**src/rtl/ioctl_loader_bridge_if.sv**
```systemverilog
// rtl/ioctl_loader_bridge_if.sv - hps_io download stream and core loader port bundle
interface ioctl_loader_bridge_if #(
    parameter int BYTES  = 2,
    parameter int ADDR_W = 20,
    parameter int NUM_CH = 2
);
    localparam int CH_W = (NUM_CH > 1) ? $clog2(NUM_CH) : 1;

    logic                ioctl_download;
    logic [7:0]          ioctl_index;
    logic                ioctl_wr;
    logic [24:0]         ioctl_addr;
    logic [7:0]          ioctl_dout;
    logic                ioctl_wait;
    logic [CH_W-1:0]     ldr_ch;
    logic [ADDR_W-1:0]   ldr_addr;
    logic [8*BYTES-1:0]  ldr_wdat;
    logic [BYTES-1:0]    ldr_be;
    logic                ldr_wr;
    logic                ldr_ack;
    logic                ldr_aen;
    logic [NUM_CH-1:0]   ldr_done;

    modport master (
        output ioctl_download, ioctl_index, ioctl_wr, ioctl_addr, ioctl_dout, ldr_ack,
        input  ioctl_wait, ldr_ch, ldr_addr, ldr_wdat, ldr_be, ldr_wr, ldr_aen, ldr_done
    );

    modport slave (
        input  ioctl_download, ioctl_index, ioctl_wr, ioctl_addr, ioctl_dout, ldr_ack,
        output ioctl_wait, ldr_ch, ldr_addr, ldr_wdat, ldr_be, ldr_wr, ldr_aen, ldr_done
    );
endinterface

```
**src/rtl/ioctl_loader_bridge.sv**
```systemverilog
// rtl/ioctl_loader_bridge.sv - packs the hps_io byte stream into loader words with a req/ack FIFO
module ioctl_loader_bridge #(
    parameter int BYTES      = 2,
    parameter int ADDR_W     = 20,
    parameter int NUM_CH     = 2,
    parameter int CH_BASE    = 0,
    parameter int FIFO_DEPTH = 4
) (
    input  logic               clk_sys,
    input  logic               reset,
    ioctl_loader_bridge_if.slave bus
);
    localparam int CH_W   = (NUM_CH > 1) ? $clog2(NUM_CH) : 1;
    localparam int LANE_W = (BYTES > 1) ? $clog2(BYTES) : 1;
    localparam int SHIFT  = $clog2(BYTES);
    localparam int PTR_W  = $clog2(FIFO_DEPTH);
    localparam int CNT_W  = PTR_W + 1;

    typedef struct packed {
        logic [CH_W-1:0]    ch;
        logic [ADDR_W-1:0]  addr;
        logic [8*BYTES-1:0] data;
        logic [BYTES-1:0]   be;
    } entry_t;

    typedef enum logic [1:0] {S_IDLE, S_REQ, S_GAP} state_t;

    logic              dl_q, ack_q, valid_q, flush_pend, flush_pend_d, wait_q, wait_d;
    logic [CH_W-1:0]   ch_q, flush_ch;
    logic [NUM_CH-1:0] done_q;
    entry_t            part_q, part_d, e0, e1, out_q;
    entry_t            mem [FIFO_DEPTH];
    logic [PTR_W-1:0]  wp, rp;
    logic [CNT_W-1:0]  cnt, cnt_d;
    logic [1:0]        n_push;
    state_t            state_q, state_d;
    logic              pop, load_out, flush_go;

    logic dl_rise, dl_fall, ch_live, accept, idx_ok;
    logic [8:0]        ch_diff;
    logic [LANE_W-1:0] lane;
    logic [ADDR_W-1:0] waddr;
    logic              unused_addr_bits;

    assign dl_rise = bus.ioctl_download & ~dl_q;
    assign dl_fall = ~bus.ioctl_download & dl_q;
    assign ch_diff = {1'b0, bus.ioctl_index} - 9'(CH_BASE);
    assign idx_ok  = ~ch_diff[8] && (ch_diff < 9'(NUM_CH));
    assign ch_live = valid_q & ~done_q[ch_q];
    // dl_q (not the live level) gates bytes so the final byte on the falling edge still lands
    assign accept  = bus.ioctl_wr & dl_q & ch_live;
    assign lane    = (BYTES > 1) ? bus.ioctl_addr[LANE_W-1:0] : '0;
    assign waddr   = ADDR_W'(bus.ioctl_addr >> SHIFT);
    assign unused_addr_bits = ^bus.ioctl_addr;

    // Up to two pushes per byte: a discontinuity flush of the old word, then a full or final word
    always_comb begin
        part_d = part_q;
        e0     = '0;
        e1     = '0;
        n_push = 2'd0;
        if (accept) begin
            if (part_q.be != '0 && waddr != part_q.addr) begin
                e0     = part_q;
                n_push = 2'd1;
                part_d = '0;
            end
            part_d.ch                = ch_q;
            part_d.addr              = waddr;
            part_d.be[lane]          = 1'b1;
            part_d.data[8*lane +: 8] = bus.ioctl_dout;
            if (int'(lane) == BYTES - 1) begin
                if (n_push == 2'd0) e0 = part_d; else e1 = part_d;
                n_push = n_push + 2'd1;
                part_d = '0;
            end
        end
        if (dl_fall && part_d.be != '0) begin
            if (n_push == 2'd0) e0 = part_d; else e1 = part_d;
            n_push = n_push + 2'd1;
            part_d = '0;
        end
    end

    always_comb begin
        state_d  = state_q;
        pop      = 1'b0;
        load_out = 1'b0;
        case (state_q)
            S_IDLE: if (cnt != '0) begin
                state_d  = S_REQ;
                load_out = 1'b1;
            end
            S_REQ: if (bus.ldr_ack && !ack_q) begin
                pop     = 1'b1;
                state_d = S_GAP;
            end
            S_GAP:   state_d = S_IDLE;
            default: state_d = S_IDLE;
        endcase
    end

    assign cnt_d        = cnt + CNT_W'(n_push) - CNT_W'(pop);
    assign flush_go     = flush_pend && (cnt == '0) && (state_q == S_IDLE);
    assign flush_pend_d = (flush_pend & ~flush_go) | (dl_fall & ch_live);
    // The threshold leaves one slot spare for a byte that forces two pushes
    assign wait_d       = (cnt_d >= CNT_W'(FIFO_DEPTH - 1)) | (flush_pend_d & bus.ioctl_download);

    always_ff @(posedge clk_sys) begin
        if (n_push != 2'd0) mem[wp] <= e0;
        if (n_push == 2'd2) mem[wp + PTR_W'(1)] <= e1;
    end

    always_ff @(posedge clk_sys or posedge reset) begin
        if (reset) begin
            wp         <= '0;
            rp         <= '0;
            cnt        <= '0;
            dl_q       <= 1'b0;
            ack_q      <= 1'b0;
            valid_q    <= 1'b0;
            ch_q       <= '0;
            flush_pend <= 1'b0;
            flush_ch   <= '0;
            done_q     <= '0;
            wait_q     <= 1'b0;
            part_q     <= '0;
            out_q      <= '0;
            state_q    <= S_IDLE;
        end else begin
            wp         <= wp + PTR_W'(n_push);
            if (pop) rp <= rp + PTR_W'(1);
            cnt        <= cnt_d;
            dl_q       <= bus.ioctl_download;
            ack_q      <= bus.ldr_ack;
            part_q     <= part_d;
            state_q    <= state_d;
            wait_q     <= wait_d;
            flush_pend <= flush_pend_d;
            if (dl_rise) begin
                valid_q <= idx_ok;
                ch_q    <= CH_W'(ch_diff);
            end
            if (dl_fall && ch_live) flush_ch <= ch_q;
            if (flush_go) done_q[flush_ch] <= 1'b1;
            if (load_out) out_q <= mem[rp];
        end
    end

    assign bus.ioctl_wait = wait_q;
    assign bus.ldr_wr     = (state_q == S_REQ);
    assign bus.ldr_ch     = out_q.ch;
    assign bus.ldr_addr   = out_q.addr;
    assign bus.ldr_wdat   = out_q.data;
    assign bus.ldr_be     = out_q.be;
    assign bus.ldr_done   = done_q;
    assign bus.ldr_aen    = (bus.ioctl_download & ch_live) | flush_pend;
endmodule
```
**src/flat_wrapper.sv**
```systemverilog
// flat-port wrapper written by rule: the top's interface ports become plain ports
module ioctl_loader_bridge_flat 
#(
    parameter int BYTES      = 2,
    parameter int ADDR_W     = 20,
    parameter int NUM_CH     = 2,
    parameter int CH_BASE    = 0,
    parameter int FIFO_DEPTH = 4
)
  (clk_sys, reset, bus_ioctl_download, bus_ioctl_index, bus_ioctl_wr, bus_ioctl_addr, bus_ioctl_dout, bus_ldr_ack, bus_ioctl_wait, bus_ldr_ch, bus_ldr_addr, bus_ldr_wdat, bus_ldr_be, bus_ldr_wr, bus_ldr_aen, bus_ldr_done);
  ioctl_loader_bridge_if #(.BYTES(BYTES), .ADDR_W(ADDR_W), .NUM_CH(NUM_CH)) bus_i ();
  input  logic clk_sys;
  input  logic reset;
  input wire logic [$bits(bus_i.ioctl_download)-1:0] bus_ioctl_download;
  input wire logic [$bits(bus_i.ioctl_index)-1:0] bus_ioctl_index;
  input wire logic [$bits(bus_i.ioctl_wr)-1:0] bus_ioctl_wr;
  input wire logic [$bits(bus_i.ioctl_addr)-1:0] bus_ioctl_addr;
  input wire logic [$bits(bus_i.ioctl_dout)-1:0] bus_ioctl_dout;
  input wire logic [$bits(bus_i.ldr_ack)-1:0] bus_ldr_ack;
  output wire logic [$bits(bus_i.ioctl_wait)-1:0] bus_ioctl_wait;
  output wire logic [$bits(bus_i.ldr_ch)-1:0] bus_ldr_ch;
  output wire logic [$bits(bus_i.ldr_addr)-1:0] bus_ldr_addr;
  output wire logic [$bits(bus_i.ldr_wdat)-1:0] bus_ldr_wdat;
  output wire logic [$bits(bus_i.ldr_be)-1:0] bus_ldr_be;
  output wire logic [$bits(bus_i.ldr_wr)-1:0] bus_ldr_wr;
  output wire logic [$bits(bus_i.ldr_aen)-1:0] bus_ldr_aen;
  output wire logic [$bits(bus_i.ldr_done)-1:0] bus_ldr_done;
  assign bus_i.ioctl_download = bus_ioctl_download;
  assign bus_i.ioctl_index = bus_ioctl_index;
  assign bus_i.ioctl_wr = bus_ioctl_wr;
  assign bus_i.ioctl_addr = bus_ioctl_addr;
  assign bus_i.ioctl_dout = bus_ioctl_dout;
  assign bus_i.ldr_ack = bus_ldr_ack;
  assign bus_ioctl_wait = bus_i.ioctl_wait;
  assign bus_ldr_ch = bus_i.ldr_ch;
  assign bus_ldr_addr = bus_i.ldr_addr;
  assign bus_ldr_wdat = bus_i.ldr_wdat;
  assign bus_ldr_be = bus_i.ldr_be;
  assign bus_ldr_wr = bus_i.ldr_wr;
  assign bus_ldr_aen = bus_i.ldr_aen;
  assign bus_ldr_done = bus_i.ldr_done;
  ioctl_loader_bridge #(.BYTES(BYTES), .ADDR_W(ADDR_W), .NUM_CH(NUM_CH), .CH_BASE(CH_BASE), .FIFO_DEPTH(FIFO_DEPTH)) u_core (.clk_sys(clk_sys), .reset(reset), .bus(bus_i));
endmodule
```
**config.mk**
```make
export PLATFORM = sky130hd
export DESIGN_NAME = ioctl_loader_bridge_flat
export DESIGN_NICKNAME = d
export VERILOG_FILES = /design/src/rtl/ioctl_loader_bridge_if.sv /design/src/rtl/ioctl_loader_bridge.sv /design/src/flat_wrapper.sv
export SDC_FILE = /design/constraint.sdc
export NUM_CORES = 1
export LEC_CHECK = 0
export CORE_MARGIN = 3
export CORE_UTILIZATION = 58
export DETAILED_ROUTE_END_ITERATION = 8
export PLACE_DENSITY = 0.79
export RECOVER_POWER = 100
export SYNTH_ARGS = -nofsm -noshare
export SYNTH_HDL_FRONTEND = slang
export SYNTH_SLANG_ARGS = --single-unit
```
**constraint.sdc**
```tcl
create_clock -name clk_sys -period 10.1 [get_ports clk_sys]
set_input_delay 2.02 -clock clk_sys [delete_from_list [all_inputs] [get_ports clk_sys]]
set_output_delay 2.02 -clock clk_sys [all_outputs]
set_load 0.05 [all_outputs]
```
==> results summary, run 1 <==
Dividing the detail-routed via count by the number of cells gives between 6 and 7. The final count of negative-setup-slack endpoints came out at 0. The final reports fail on max-capacitance violations, max-slew violations. The final antenna diode count is 0.

The design draws around 3.3 mW. Leaving out fill and tap cells, the most frequent cell in the layout is edfxtp_1. The cell type with the highest aggregate area in the netlist is edfxtp_1.

The count of maximum capacitance violations is 7. No sink is reached through more buffers than the 3 on the longest clock path. The horizontal die dimension came out at 152 um. Yosys mapped a number of flops with a built-in enable equal to roughly 160. For this design the ratio of total power to cell area is approximately 230 nW/um2. On the worst path, the slowest cell contributes a delay of around 1400 ps. Traced cell by cell, the critical path runs through dlygate4sd3_1, xor2_1, nor4_1, nand3_1, o21ai_4, inv_1, ha_1, nand2_1, ha_1, o311ai_0, nor2_1, o21ai_1, nor2_1, a22o_1.

The number of cell rows came out at 52. Setup slack on the worst reg-to-reg path comes out at 3330 ps. The routed layout has roughly 8,800 vias.

The number of flip-flops and latches in the synthesized netlist came out at roughly 250. The number of max-slew violations in the final report is 230. The number of setup buffers added after CTS is 0. Setup repair after global routing left no endpoint under its margin. The library cells used most frequently in the layout, excluding fill and tap cells, are 156 x edfxtp_1, 116 x a22o_1, 96 x dfrtp_1.

The tightest min-delay check is of the flop to flop type. The total of cells resized after clock tree synthesis came out at 0. The time the final worst path needs with I/O delays and setup came out at 8460 ps. The fraction of layout cells with a size suffix above 1 is 15.4%. Clock skew on the completed layout was measured at 14.8 ps.

The height of the chip is about 150 um. The routed design has about 32 mm of wire. Synthesis instantiated between 60 and 70 different standard cells from the library. The layout overhead on the synthesized area came out at 15.3%. For this run, the detailed router's first-pass iteration total came to 6. The number of hold violations in the final report was 0.

The detailed-route wire length per cell is 24.3 um. The tree is rooted in a clkbuf_16. The overall fraction of global-route tracks in use came out at a little over a quarter. The area share of xor/xnor cells in the synthesized design came out at around 2.1%.

Based on the critical path, the design can be clocked at up to approximately 120 MHz. The routability congestion estimate came out at 0.981. The count of hold-fix buffers inserted at cts came out at 0. The leakage power is approximately 5.2 nW. TritonCTS built the clock tree. After Yosys synthesis, full adders, half adders and majority gates account for less than 1% of the synthesized area.

The final layout net count came out at ~1,100. The peak fanout along the critical path came out at 20. For this design, the sink count on the clock tree is ~250.

At the worst endpoint, the arrival time is slightly below 9000 ps. The critical path endpoint category is a flop. The setup path with the least slack is of type primary input to flop. TritonCTS created 26 clock buffers. STA puts the critical path data required time at 10,490 ps.

The maximum number of pins on one net before global-route repair is 71. The headroom to the max-slew limit is -171%. The synthesized netlist devotes under 10% of its cell area to simple gates. The post-detailed-route DRC marker count is 0.

The floorplan step defined a die boundary enclosing approximately 23,000 um2. The clock latency on the worst-skew pair is ~530 ps. The number of global-route vias before repair came out at ~9,100.

The worst-case reg-to-reg path depth is 13. The net count after synthesis is 999. The sort of element at the start of the critical path is a primary input.

The largest voltage drop on the vdd net is ~0.00018 V. The layout has between 1,000 and 1,500 filler cells. In this run the count of I/O pins placed on the die edge is 90. The first global-routing pass estimated approximately 50 mm of wire. The estimated wirelength of the detail-placed design is a little under 20 mm.

The core region is ~21,000 um2. The flow ran to the end, but the final reports show violations. The primary flip-flop cell chosen by synthesis mapping is edfxtp_1. Among all stages on the critical path, the largest delay is contributed by nor2_1.

The count of synthesis-stage warnings from yosys came out at 0. The count of nets left with antenna violations once routing finished came out at 0. The number of DRC violations after detailed-routing iteration 0 came out at around 1,100. The final critical-path share of the clock period is between 80% and 90%. Yosys attributes the largest share of cell area to edfxtp_1 38%, dfrtp_1 19%, a22o_1 8.1%, mux4_2 7.1%, mux2_2 3.8%. The synthesized area came out at roughly 12,000 um2. The actual slew at the worst max-slew pin is between 4000 and 5000 ps. After synthesis, the largest family of logic cells by area is compound AO/OA/AOI/OAI gates. The area fraction in compound gates after synthesis is about 16%. The final-layout setup total negative slack is 0 ps. The gate count of the mapped netlist came out at around 950. The count of buffers added on input and output ports is 85. The maximum level of the CTS H-tree came out at 1. The post-synthesis average cell area came out at ~13 um2. The share of async-settable or async-resettable flops after synthesis is 38.1%. The area share of the largest cell type after synthesis came out at 37.7%. The overflow left after global routing came out at 0. After clock tree synthesis, the clock-pin slew on the worst setup and hold paths is around 70 ps. The initial standard-cell utilization of the core came out at slightly above 60%. The mux cell area share after synthesis came out at 12.4%.

For this run, the register share of the synthesized area comes to a little under three fifths. The worst hold path cell count is 1. The number of antenna violations at the first check in global routing is 0.
logic make-up after synthesis:
family,after synthesis
AOI/OAI and AO/OA,239
xor gates and xnor gates,30
adders and majority gates,7
buffers and inverters,82
DFF,252
muxes,100
and+or+nand+nor,236
per-stage QoR:
| stage | setup slack [ps] | cell area [um2] | hold WS (ps) | cells | utilization (%) |
|---|---|---|---|---|---|
| after floorplan | 3470 | 12400 | 425 | 946 | - |
| after global placement | 2550 | 13500 | 438 | 1254 | 65.5 |
| after detailed placement | 2550 | 13500 | 442 | 1254 | 65.5 |
| after CTS | 3000 | 14400 | 450 | 1302 | 70.0 |
| after global routing | 1320 | 14400 | 466 | 1302 | 69.6 |
| final | 1640 | 14400 | 451 | 1302 | 69.6 |
per-layer routing:
metal	share of wire (%)	vias to the layer above	GRT usage, %
met1	37	4314	35.0
met4	4.7	0	11.6
li1	-	3831	-
met2	49	544	45.2
met3	9.0	124	4.54
met5	0	-	0
cell type report:
cell class	count	area (um2)	area share, %
clock buffer	31	691	4.81
clock inverter	17	234	1.63
inverter	20	76.3	0.532
multi-input combinational	612	4980	34.7
sequential	252	7090	49.4
tap	270	338	2.35
timing repair buffer	100	941	6.56
cell usage after synthesis, types with 4 or more instances:
library cell and instances:
a211oi_1 7, a21oi_1 43, a221o_1 14, a22o_1 115, a31oi_1 10, and3_1 17, buf_1 4, buf_2 9
buf_6 4, clkbuf_1 44, dfrtp_1 96, edfxtp_1 156, ha_1 6, inv_1 19, mux2_2 42, mux2i_1 18
mux4_2 39, nand2_1 66, nand2b_1 5, nand3_1 35, nand4_1 6, nor2_1 66, nor3_1 12, nor4_1 5
o21ai_0 6, o21ai_1 5, o221ai_1 14, o22ai_1 4, or2_2 4, xnor2_1 15, xor2_1 15
report_power, final:
part,total (mW),switching (mW),internal [mW]
registers,1.31,0.109,1.20
logic,0.984,0.584,0.400
clock network,1.03,0.408,0.620
critical path: cells and delay by family:
family                     cells  cell delay, ps
and+or+nand+nor                5            2780
AOI/OAI and AO/OA              4            1800
adders and majority gates      2            1050
buffers and inverters          2            1000
xor gates and xnor gates       1             180
sequential cells by signal, indices dropped and copies added (netlist names), 2 cells and up:
register,count
u_core.bus.ldr_addr,20
u_core.bus.ldr_be,2
u_core.bus.ldr_done,2
u_core.bus.ldr_wdat,16
u_core.cnt,3
u_core.mem,156
u_core.part_q,39
u_core.rp,2
u_core.state_q,2
u_core.wp,2
worst paths after layout:
check	startpoint	endpoint
min	u_core.ack_q	u_core.state_q[1]
min reg2reg	u_core.ack_q	u_core.state_q[1]
max in group asynchronous	reset	u_core.part_q[32]
min in group asynchronous	reset	u_core.bus.ldr_addr[1]
max reg2reg	u_core.part_q[30]	u_core.mem[0][34]
max	bus_ioctl_addr[13]	u_core.mem[0][34]
Power figures use the tool's default switching activity.
==> run 2: changes to the inputs <==
clock period = 8.1 ns   (was 10.1 ns; I/O delays follow)
==> run 2 against run 1 <==
Effect of this change:
- clock power rose by 13%
- first-iteration DRC count fell by 5.9%
- flip-flop and latch count is the same
- via count fell by 0.26%
- combinational power rose by 25%
- design area decreased by 0.12%
- register-to-register slack got worse by 980 ps
- hold slack got worse by 7.3 ps
- sequential share of layout area rose by 0.060 points
- routed wire length is 1.6% lower
- utilization shrank 0.085 points
- total power grew 21%
- the flow still finishes with violations (max-capacitance violations, max-slew violations)
==> results summary, run 2 (synthesized netlist as in run 1, its figures left out) <==
The run finished, with violations left. The final reports fail on max-capacitance violations, max-slew violations. The number of cell rows is 52. The routability congestion estimate came out at ~0.95. The fraction of layout cells with a size suffix above 1 is between 10% and 20%.

The number of max-slew violations in the final report came out at 174. The area of the die is 23,200 um2. The worst setup path is of the primary input to flop kind. The final critical path takes up 86.9% of the cycle.

The count of TritonRoute iterations in the first routing pass is 5. The actual slew at the worst max-slew pin is 4040 ps. Headroom to the max-slew limit came out at -170%.

The layout overhead on the synthesized area is 15.2%. The count of maximum capacitance violations is 4. For the worst setup path, the data arrival time is approximately 7500 ps. The clock drives approximately 250 sinks. The maximum level of the CTS H-tree is 1. The wire length after detailed routing is between 30 and 40 mm. Global routing consumed, over all layers together, about a quarter of the routing resources. For this run, global-route usage on met1 was measured as a little over a third. The sort of element at the start of the critical path is a primary input.

The worst hold path belongs to the class flop to flop. The via density per instance came out at 6.72. Dividing total power by cell area gives a power density of roughly 280 nW/um2. The clock tree skew after final layout is 11.4 ps. Along the worst hold path, the cell count comes to 1. The number of DRC violations after detailed-routing iteration 0 is 1,076. The number of antenna violations at the first check in global routing came to 0. The analysis attributes to cell leakage a power of 5.25 nW. After the last flow step, the layout net total stands at 1,071. The largest voltage drop on the vdd net is ~0.00026 V. Buffers added to address setup during post-CTS repair amount to 0. The number of buffers created by CTS came out at 27. The final antenna diode count came out at 0. The estimated wirelength of the detail-placed design is between 15 and 20 mm. Counting I/O delays and the setup requirement, the final critical path takes 7040 ps. Fill cells in the final layout number between 1,000 and 1,500. The boundary pin count is 90. For the worst flop-to-flop path, the logic depth is 14.

Global routing used 44.1% of the available met2 tracks. Clock latency on the worst-skew pair, taken at its later pin, is between 500 and 600 ps. The maximum number of pins on one net before global-route repair came out at 71. The global routing usage on met3 is a little over 4%. Leaving out fill and tap cells, the most frequent cell in the layout is edfxtp_1. The smallest setup slack after layout is approximately 1100 ps.

The clock-pin slew on the worst setup and hold paths is 60 ps. The via total after detailed routing is between 8,000 and 9,000. The critical path endpoint category is a flop.

In this run the clock root is driven by a clkbuf_16. The die is about 150 um wide. The number of global-route vias before repair came out at 8,809. The number of input and output port buffers inserted is 85. At the worst endpoint, the required time is roughly 8500 ps.

Setup violations remaining at the end of the flow were counted as 0. The number of nets with antenna violations after routing is 0. Leaving out fill and tap cells, the most frequent cells in the layout are 156 x edfxtp_1, 115 x a22o_1, 96 x dfrtp_1. The count of hold-fix buffers inserted at cts is 0.

The layer flagged by global routing as most heavily used is met2. The number of hold violations in the final report is 0. The height of the chip is 152 um.

The pre-CTS setup slack is ~1300 ps. In the final timing run, aggregate negative setup slack is 0 ps. The clock tree from TritonCTS is done. Setup repair after global routing left no endpoint under its margin. The flip-flop count of the largest register after layout came out at around 160. The maximum clock path buffer count came out at 3. The initial standard-cell utilization of the core is 60.3%.

The register containing the most flip-flops in the final layout is u_core.mem. Static timing analysis puts the maximum clock frequency at roughly 140 MHz. The detailed-route wire length per cell is between 20 and 25 um. In this run, post-CTS repair resized a total of 0 instances. Of all nets on the critical path, the largest fanout is 16. The post-detailed-route DRC marker count is 0. The wire length of the first global-routing pass is 48.9 mm. The area of the core is between 20,000 and 25,000 um2. The overflow left after global routing is 0.
-- run 2: cell count changes in the layout (fill, tap and decap cells not counted), sizes merged --
cell,previous run,this run
clkinvlp,7,1
bufinv,5,0
inv,20,23
clkbuf,37,48
buf,9,13
-- run 2: critical path: stages --
cell and delay, ps:
dlygate4sd3_1 660, xor2_1 210, nor4_1 580, nand3_1 270, o21ai_0 290, inv_1 260
ha_1 390, nand2_1 120, ha_1 370, nand2_1 180, nor4_1 540, o21ai_0 180
clkbuf_1 500, nor3_1 980, a221o_1 290
-- run 2: area by class of cell --
cell class / instances / area [um2] / area share, %
clock buffers: 41 / 768 / 5.36
clock inverters: 9 / 66.3 / 0.463
inverters: 20 / 76.3 / 0.533
multi-input cells: 612 / 5000 / 34.9
flip-flops and latches: 252 / 7090 / 49.4
well taps: 270 / 338 / 2.36
repair buffers: 105 / 1000 / 6.98
-- run 2: worst paths after layout --
check | start | end | slack (ps)
worst max-delay path | bus_ioctl_addr[13] | u_core.mem[3][10] | 1060
worst max register to register | u_core.part_q[30] | u_core.mem[3][10] | 2350
worst min register to register | u_core.ack_q | u_core.state_q[1] | 440
worst min-delay path | u_core.ack_q | u_core.state_q[1] | 440
max in group asynchronous | reset | u_core.part_q[30] | 1860
min in group asynchronous | reset | u_core.bus.ldr_addr[5] | 1840
-- run 2: through the flow --
| stage | instance area [um2] | hold WS [ps] | utilization (%) | instances | power, mW |
|---|---|---|---|---|---|
| 2_1_floorplan | 12400 | 425 | - | 946 | 2.54 |
| 3_3_place_gp | 13600 | 438 | 65.8 | 1259 | 2.91 |
| 3_5_place_dp | 13600 | 441 | 65.8 | 1259 | 2.94 |
| 4_1_cts | 14400 | 448 | 69.8 | 1309 | 4.10 |
| 5_1_grt | 14300 | 493 | 69.5 | 1309 | 4.20 |
| 6_report | 14300 | 444 | 69.5 | 1309 | 4.03 |
-- run 2: report_power, final --
part	switching (mW)	internal [mW]
registers	0.135	1.50
logic	0.732	0.498
clock network	0.505	0.659
total	1.37	2.66
-- run 2: layer usage --
| metal | wire length (um) | vias up |
|---|---|---|
| li1 | - | 3854 |
| met1 | 12000 | 4336 |
| met2 | 15200 | 504 |
| met3 | 2680 | 96 |
| met4 | 1260 | 0 |
| met5 | 0 | - |
==> run 3: changes to the inputs <==
RECOVER_POWER = unset   (was 100)
==> run 3 against run 2 <==
Effect of this change:
- the flow now finishes without violations
- via count increased by 0.69%
- sequential power about the same
- total power increased by 1.1%
- first-iteration DRC count decreased by 2.3%
- critical path depth decreased by 1
- largest cell class unchanged
- design area increased by 0.50%
- critical path type unchanged
- die area unchanged
- hold slack improved by 5.3 ps
==> results summary, run 3 (synthesized netlist as in run 1, its figures left out) <==
The longest clock path from root to sink contains 3 buffers. The repair_antennas step left the layout with diodes totalling 0. In this run the remaining antenna-violating nets after routing total 0. Setup violations remaining at the end of the flow were counted as 0.

The sink count of the clock tree is ~250. The height of the chip is ~150 um. The cell at the root of the clock tree is clkbuf_16. The worst reg-to-reg setup slack came out at between 2000 and 3000 ps. The flip-flop count of the largest register after layout is 156. The number of max-slew violations in the final report came out at 0. The initial standard-cell utilization of the core is ~60%.

The maximum number of pins on one net before global-route repair came out at 71. Walking the worst path, the cells encountered are clkdlybuf4s50_1, xor2_1, nor4_1, nand3_1, o21ai_4, inv_2, ha_1, nand2_1, ha_1, o311ai_4, nor2_1, o21ai_1, nor2_2, a22o_1. At the end of routability-driven placement, the weighted congestion stood at 0.951.

The overflow left after global routing is 0. The worst hold path terminates at u_core.state_q[1]. Gates resized during post-CTS repair numbered 0.

The largest single stage delay on the critical path is 930 ps. Fill cells in the final layout number between 1,000 and 1,500. The count of maximum capacitance violations came out at 0. The number of antenna violations at the first check in global routing is 0.

The headroom to the max-slew limit is 24.5%. The worst-case reg-to-reg path depth is 13. The horizontal die dimension is between 150 and 200 um. The routed layout has 8,851 vias. The layout overhead on the synthesized area is 15.8%.

The combined buffer and inverter count along the critical path came out at 2. Setup repair after global routing left no endpoint under its margin. In the final routed layout, each cell accounts on average for around 24 um. The largest voltage drop on the vdd net came out at roughly 0.00026 V. The first global-routing pass estimated ~50 mm of wire. The count of TritonRoute iterations in the first routing pass is 6.

The number of global-route vias before repair came to 8,809. By instance count, the cell type seen most on the critical path is ha_1. For this design, the slowest cell found on the critical path is nor2_2. For the worst setup path, the data arrival time is around 7000 ps. The number of cell rows is 52. 90 I/O pins were placed. The endpoint identified for the worst register-to-register timing path is u_core.mem[3][34]. The maximum level of the CTS H-tree came out at 1. The number of input and output port buffers inserted came out at 85. Clock tree synthesis inserted a total of 27 buffers.

The post-detailed-route DRC marker count came out at 0. The register with the most flip-flops in the final layout is u_core.mem. The overall fraction of global-route tracks in use is 26.5%.

The clock tree skew after final layout came out at 11.5 ps. In the layout the commonest cells are 156 x edfxtp_1, 115 x a22o_1, 95 x dfrtp_1. The clock-pin slew on the worst setup and hold paths is roughly 60 ps. The final layout net count is 1,071. The min-delay analysis places its worst path in the category flop to flop. The category of cells accounting for the largest share of critical-path delay is simple AND/OR/NAND/NOR gates. The number of hold violations in the final report is 0. The final cell utilization of the core came out at between 60 and 70%. The final-layout setup total negative slack is 0 ps. The time the final worst path needs with I/O delays and setup is about 6500 ps. The hold path startpoint is u_core.ack_q. Detailed placement finished with a half-perimeter wire length of approximately 19 mm.

The number of DRC violations after detailed-routing iteration 0 came out at 1,051. The fmax came out at roughly 150 MHz. The final critical-path share of the clock period came out at 80.8%. The leading cell type in the layout, fill and taps excluded is edfxtp_1. The core region is 20,600 um2.

The die covers around 23,000 um2. Summed over all layers, the routed wires come to 31.1 mm. STA classifies the critical path startpoint as a primary input. The via density per instance came out at between 6 and 7. The critical path in this run is classified as primary input to flop. The leakage power came out at about 5.3 nW. STA classifies the critical path endpoint as a flop. The data required time of the worst path came out at about 8500 ps. TritonCTS built the clock tree.

In this run the critical register-to-register path is launched from u_core.part_q[30]. Of the cells placed in the final design, the portion with a size suffix greater than 1 is around 17%. The worst hold path cell count is 1.

The post-CTS setup buffer count is 0. The power density over the cells came out at approximately 280 nW/um2. The peak fanout along the critical path is 20. The clock latency on the worst-skew pair came out at between 500 and 600 ps. The count of hold-fix buffers inserted at cts is 0.

At the pin with the least slew margin, the transition time is about 1100 ps. The run finished with clean final reports.
-- run 3: cell count changes in the layout (fill, tap and decap cells not counted), sizes merged --
cell           delta
clkinvlp          -1
dlygate4sd3      -50
buf               +7
clkbuf            -7
clkdlybuf4s50    +50
inv               +1
-- run 3: worst max path at each step --
stage	start	to	depth (start not counted)
final	bus_ioctl_addr[13]	u_core.mem[3][34]	14
after global routing	bus_ioctl_addr[13]	u_core.mem[1][27]	14
after CTS	bus_ioctl_addr[13]	u_core.mem[3][34]	14
after detailed placement	bus_ioctl_addr[13]	u_core.mem[1][26]	14
after global placement	bus_ioctl_addr[13]	u_core.mem[2][34]	14
after floorplan	bus_ioctl_addr[10]	u_core.mem[1][0]	15
-- run 3: cell type report --
cell class | instances | area [um2] | area share [%]
sequential | 252 | 7090 | 49.2
multi-input combinational | 612 | 5040 | 35.0
timing repair buffer | 105 | 1030 | 7.12
clock buffer | 41 | 768 | 5.33
tap | 270 | 338 | 2.35
inverter | 20 | 77.6 | 0.539
clock inverter | 9 | 66.3 | 0.460
-- run 3: power breakdown --
group | internal (mW) | total [mW] | switching, mW
sequential | 1.50 | 1.64 | 0.140
combinational | 0.536 | 1.27 | 0.734
clock | 0.659 | 1.16 | 0.505
total | 2.70 | 4.08 | 1.38
-- run 3: metrics by stage --
| stage | setup slack (ps) | hold slack, ps | cells | instance area [um2] | total power, mW |
|---|---|---|---|---|---|
| 2_1_floorplan | 1870 | 425 | 946 | 12400 | 2.54 |
| 3_3_place_gp | 1400 | 438 | 1259 | 13600 | 2.91 |
| 3_5_place_dp | 1310 | 441 | 1259 | 13600 | 2.94 |
| 4_1_cts | 1680 | 448 | 1309 | 14400 | 4.10 |
| 5_1_grt | 1280 | 493 | 1309 | 14400 | 4.24 |
| 6_report | 1550 | 449 | 1309 | 14400 | 4.08 |
-- run 3: per-layer routing --
| metal | global-route usage [%] | vias up | part of all wire (%) |
|---|---|---|---|
| met5 | 0 | - | 0 |
| met4 | 10.9 | 0 | 3.4 |
| met3 | 4.03 | 78 | 8.6 |
| met2 | 44.1 | 525 | 49 |
| met1 | 35.3 | 4399 | 39 |
| li1 | - | 3849 | - |
